File: config.mk
export PLATFORM = sky130hd
export DESIGN_NAME = pipe_hazard_ctrl
export DESIGN_NICKNAME = d
export VERILOG_FILES = /design/src/rtl/pipe_hazard_ctrl.sv
export SDC_FILE = /design/constraint.sdc
export NUM_CORES = 1
export LEC_CHECK = 0
export CAP_MARGIN = 20
export CORE_MARGIN = 4
export CORE_UTILIZATION = 45
export CTS_CLUSTER_SIZE = 28
export DETAILED_ROUTE_END_ITERATION = 10
export DONT_BUFFER_PORTS = 1
export GPL_TIMING_DRIVEN = 1
export HOLD_SLACK_MARGIN = 0.1
export PLACE_DENSITY = 0.58
export SLEW_MARGIN = 20
export SYNTH_ARGS = -nofsm -noshare
export SYNTH_HDL_FRONTEND = slang
export SYNTH_SLANG_ARGS = --single-unit
export TNS_END_PERCENT = 20
File: constraint.sdc
create_clock -name CLK -period 2 [get_ports CLK]
set_input_delay 0.4 -clock CLK [delete_from_list [all_inputs] [get_ports CLK]]
set_output_delay 0.4 -clock CLK [all_outputs]
set_load 0.005 [all_outputs]
File: src/rtl/pipe_hazard_ctrl.sv
// Hazard and redirect controller for the 5-stage RV32I pipeline: PC/IF-ID holds, flushes, redirects, halt.
// Optional performance counters are built when PIPE_CTRL_PERF_EN is defined.
module pipe_hazard_ctrl #(
  parameter int CNT_W = 32
) (
  input  logic             CLK,
  input  logic             RST,
  input  logic             isBranch_E,
  input  logic [31:0]      PC_IMM_E,
  input  logic             MemRead_E,
  input  logic [4:0]       RD_E,
  input  logic [4:0]       RS1_D,
  input  logic [4:0]       RS2_D,
  input  logic             USE_RS1_D,
  input  logic             USE_RS2_D,
  input  logic             IMEM_RDY,
  input  logic             HALT_REQ,
  input  logic             RESUME,
  output logic             STALL_PC,
  output logic             STALL_FD,
  output logic             FLUSH_FD,
  output logic             FLUSH_DE,
  output logic             REDIRECT,
  output logic [31:0]      REDIRECT_PC,
  output logic             HALTED,
  output logic [CNT_W-1:0] CNT_STALL,
  output logic [CNT_W-1:0] CNT_REDIR
);

  typedef enum logic [1:0] {
    S_RUN        = 2'd0,
    S_REDIR_PEND = 2'd1,
    S_HALT       = 2'd2
  } state_e;

  state_e      state_q, state_d;
  logic [31:0] pend_pc_q, pend_pc_d;
  logic        load_use;

  assign load_use = MemRead_E && (RD_E != 5'd0) &&
                    ((USE_RS1_D && (RS1_D == RD_E)) || (USE_RS2_D && (RS2_D == RD_E)));

  // NOTE: sequential state uses non-blocking assignments so every register samples pre-edge values.
  always_ff @(posedge CLK or posedge RST) begin
    if (RST) begin
      state_q   <= S_RUN;
      pend_pc_q <= 32'd0;
    end else begin
      state_q   <= state_d;
      pend_pc_q <= pend_pc_d;
    end
  end

  // NOTE: every combinational output gets a default first so no path can infer a latch.
  always_comb begin
    state_d     = state_q;
    pend_pc_d   = pend_pc_q;
    STALL_PC    = 1'b0;
    STALL_FD    = 1'b0;
    FLUSH_FD    = 1'b0;
    FLUSH_DE    = 1'b0;
    REDIRECT    = 1'b0;
    REDIRECT_PC = 32'd0;
    HALTED      = 1'b0;
    // Outputs stay quiet for the whole time reset is held.
    if (!RST) begin
      unique case (state_q)
        S_RUN: begin
          REDIRECT_PC = PC_IMM_E;
          if (isBranch_E) begin
            FLUSH_FD = 1'b1;
            FLUSH_DE = 1'b1;
            if (IMEM_RDY) begin
              REDIRECT = 1'b1;
            end else begin
              STALL_PC  = 1'b1;
              pend_pc_d = PC_IMM_E;
              state_d   = S_REDIR_PEND;
            end
          end else if (HALT_REQ) begin
            STALL_PC = 1'b1;
            STALL_FD = 1'b1;
            FLUSH_DE = 1'b1;
            state_d  = S_HALT;
          end else if (load_use) begin
            STALL_PC = 1'b1;
            STALL_FD = 1'b1;
            FLUSH_DE = 1'b1;
          end else if (!IMEM_RDY) begin
            STALL_PC = 1'b1;
            FLUSH_FD = 1'b1;
          end
        end
        S_REDIR_PEND: begin
          // The fetch completing here is still wrong-path, so it is flushed too.
          REDIRECT_PC = pend_pc_q;
          FLUSH_FD    = 1'b1;
          FLUSH_DE    = 1'b1;
          if (IMEM_RDY) begin
            REDIRECT = 1'b1;
            state_d  = S_RUN;
          end else begin
            STALL_PC = 1'b1;
          end
        end
        S_HALT: begin
          STALL_PC = 1'b1;
          STALL_FD = 1'b1;
          FLUSH_DE = 1'b1;
          HALTED   = 1'b1;
          if (RESUME) state_d = S_RUN;
        end
        default: state_d = S_RUN;
      endcase
    end
  end

`ifdef PIPE_CTRL_PERF_EN
  logic [CNT_W-1:0] cnt_stall_q, cnt_redir_q;
  logic             stall_cnt_en;

  // Halt-entry and halted cycles are not counted as stalls.
  assign stall_cnt_en = STALL_PC && (state_q != S_HALT) && (state_d != S_HALT);

  always_ff @(posedge CLK or posedge RST) begin
    if (RST) begin
      cnt_stall_q <= '0;
      cnt_redir_q <= '0;
    end else begin
      if (stall_cnt_en) cnt_stall_q <= cnt_stall_q + 1'b1;
      if (REDIRECT)     cnt_redir_q <= cnt_redir_q + 1'b1;
    end
  end

  assign CNT_STALL = cnt_stall_q;
  assign CNT_REDIR = cnt_redir_q;
`else
  assign CNT_STALL = '0;
  assign CNT_REDIR = '0;
`endif

  // EX holds a bubble while a redirect is pending, so no branch or halt may resolve.
  a_pend_quiet_ex: assert property (@(posedge CLK) disable iff (RST)
    (state_q == S_REDIR_PEND) |-> !(isBranch_E || HALT_REQ));

endmodule

==> summary.md <==
| Metric | Value |
|---|---|
| Run status | `complete, but fails checks` |
| Failing checks | `setup timing` |
| Sw Pwr | `0.00129 W` |
| DP Worst Slack | `0.0674 ns` |
| Critical path class | `register to primary output` |
| Slew Viols, Final | `0` |
| Clk slew on worst S/H paths | `0.07 ns` |
| Pre-antenna DRT Iters | `4` |
| Max-cap violations | `0` |
| FF-to-FF End | `pend_pc_q[1]` |
| Register area | `852 um2` |
| Fin crit share | `1.03` |
| DR DRC count | `0` |
| R2R Path Start | `state_q[1]` |
| Switching Fraction | `0.356` |
| CTS buffer count | `5` |
| Mapped Cells | `268` |
| First-pass GRT wire length | `8.63 mm` |
| Clock tree buffer depth | `2` |
| Comb pwr share | `0.489` |
| Share of post-route cells with drive strength above 1 | `0.274` |
| CP arrival | `1.67 ns` |
| Worst Hold Class | `primary input to register` |
| Mapped Area | `0.00257 mm2` |
| # IOs | `158` |
| Multi-input gate area | `0.00144 mm2` |
| Drt total wl | `5.71 mm` |
| Crit-path max FO | `4` |
| Fill cell count | `541` |
| Area grow syn2layout | `4.28%` |
| Min-delay src | `PC_IMM_E[16]` |
| Largest net degree at the start of global routing | `41` |
| Type of origin of the critical path | `register` |
| Pint | `0.00233 W` |
| Wire per inst | `16.5 um` |
| DP Wirelength | `4.06 mm` |
| Final Skew | `0.00221 ns` |
| Area leader, netlist | `dfrtp_1` |
| Routed Antenna Nets | `0` |
| Starting Density | `0.465` |
| Clock power frac | `0.171` |
| Worst Reg2Reg Path Length in Cells | `6` |
| Cell Rows | `27` |
| Reg2Reg Setup Slack | `0.24 ns` |
| Min Hold Slack | `0.262 ns` |
| Synth warnings | `0` |
| GR Overflow Total | `0` |
| Critical path required time | `1.60 ns` |
| Final setup margin | `-0.0660 ns` |
| Final setup fails | `2` |
| Total number of vias | `1,792` |
| Hold Path End | `pend_pc_q[16]` |
| Seq pwr share | `0.340` |
| Nets@finish | `333` |
| Share of the synthesized area in the top cell type | `0.331` |
| Mapped Avg Cell Area | `9.60 um2` |
| # diodes | `0` |
| Final count of hold timing violations | `0` |
| Routability Congestion | `0.777` |
| Maximum VDD drop | `582 uV` |
| Htree depth | `2` |
| GRT Total Usage | `0.151` |
| Chip Height | `83.6 um` |
| Largest cells by area after synthesis | `dfrtp_1, buf_4, mux2_2` |
| Vias in the first global route | `1,742` |
| Initial drt markers | `74` |
| # clock sinks | `34` |
| RSZ-0062 raised after global routing | `true` |
| Port bufs | `0` |
| PwrDens | `1350 mW/mm2` |
| Sequential area share after synthesis | `0.331` |
| Post-synth cell types | `37` |
| Post-route minimum period | `2.07 ns` |
| Clock tree from TritonCTS | `done` |
| Initial antenna violation count | `0` |
| Die Wd | `83.6 um` |
| Crit. End Element | `primary output` |
| Vias per cell | `5.18` |
| Lkg Pwr | `1.20 nW` |
| Root cell of the clock tree | `clkbuf_8` |
| Min-Delay Path Depth | `1` |
| FF+latch count, synth | `34` |
| FMAX | `0.484 GHz` |
| Die area | `0.00699 mm2` |
| Clock latency on the worst-skew pair | `0.28 ns` |
| Core Area | `0.00554 mm2` |
==> worst max-delay path by stage <==
stage	start	end	slack [ns]	cells after the start
global route	state_q[1]	STALL_PC	-0.11	5
detailed placement	state_q[1]	STALL_PC	0.07	5
global placement	state_q[1]	STALL_PC	0.13	5
finish	state_q[1]	STALL_PC	-0.07	5
CTS	state_q[1]	STALL_PC	-0.03	5
floorplan	state_q[0]	REDIRECT_PC[20]	0.18	6
==> through the flow <==
| step | cells | area [um2] | power (W) | setup TNS (ns) | utilization |
|---|---|---|---|---|---|
| floorplan | 331 | 2810 | 0.00242 | 0 | - |
| global placement | 332 | 2400 | 0.00261 | 0 | 0.433 |
| detailed placement | 332 | 2400 | 0.00266 | 0 | 0.433 |
| CTS | 343 | 2560 | 0.00339 | -0.0367 | 0.462 |
| global route | 346 | 2680 | 0.00391 | -0.495 | 0.484 |
| finish | 346 | 2680 | 0.00362 | -0.0891 | 0.484 |
==> synthesized netlist by cell type (all sizes together) <==
library cell and count:
nor3 2, mux2 32, nor3b 1, o21a 2, inv 4, nand2b 3
xnor2 2, a22oi 32, o221ai 1, a32oi 1, dfrtp 34, o21ai 5
o22ai 1, nor4 2, buf 70, conb 1, nor2 35, nand3 1
clkbuf 9, and2 2, nand2 2, o31ai 1, ha 4, or4 2
a2bb2oi 2, o41ai 1, a21bo 1, a21oi 4, nor2b 3, xor2 8
==> layer usage <==
layer	global-route usage	wire length [um]	up-vias
met3	0.0474	639	6
met2	0.264	2800	101
met4	0.0541	68	0
met5	0	0	-
li1	-	-	813
met1	0.171	2210	872
==> cells by family (layout without fill, tap and decap cells) <==
group | after synthesis | in the layout | share of synthesized area
buf+inv | 83 | 26 | 0.228
simple gates | 53 | 53 | 0.102
compound gates | 51 | 51 | 0.144
flops | 34 | 34 | 0.331
mux | 32 | 32 | 0.140
xor+xnor | 10 | 10 | 0.0340
fa+ha+maj | 4 | 4 | 0.0194
other cells | 1 | 64 | 0.00146
==> repair_timing <==
action,4_1_cts,5_1_grt
hold buffers,1,0
endpoints found under the hold margin,6,0
gates resized for setup,9,23
endpoints found under the setup margin,36,36
pin swaps,0,1
setup buffers,2,2
cloned,0,1
==> worst max-delay path, stage by stage (launching register included) <==
cell and delay [ns]:
dfrtp_1 0.43, inv_2 0.13, ha_4 0.18, nand2b_1 0.08, or4_4 0.42, o21ai_2 0.14
==> power groups by stage <==
stage	registers (W)	logic, W	clock network, W
finish	0.00123	0.00177	0.000619
global route	0.00127	0.00196	0.000676
CTS	0.00122	0.00153	0.000642
detailed placement	0.00123	0.00143	0
global placement	0.00120	0.00141	0
floorplan	0.00117	0.00125	0
==> state kept, by name, summed over array words and instances (netlist names) <==
register and flops:
pend_pc_q 32, state_q 2
==> placed cells by master, fill, tap and decap left out, types with 3 or more instances in the layout <==
master and n:
xor2_1 8, conb_1 64, a22oi_2 3, a22oi_1 29
buf_12 3, nor2_2 3, clkbuf_8 5, dfrtp_1 33
nor2_1 32, buf_4 7, mux2_2 32
==> final cells by class <==
class,count,area share
Tap cell,72,0.0336
Multi-Input combinational cell,214,0.538
Inverter,4,0.00559
Clock inverter,3,0.0149
Timing Repair Buffer,14,0.0648
Clock buffer,5,0.0256
Sequential cell,34,0.317
(Power assumes the default switching activity.)
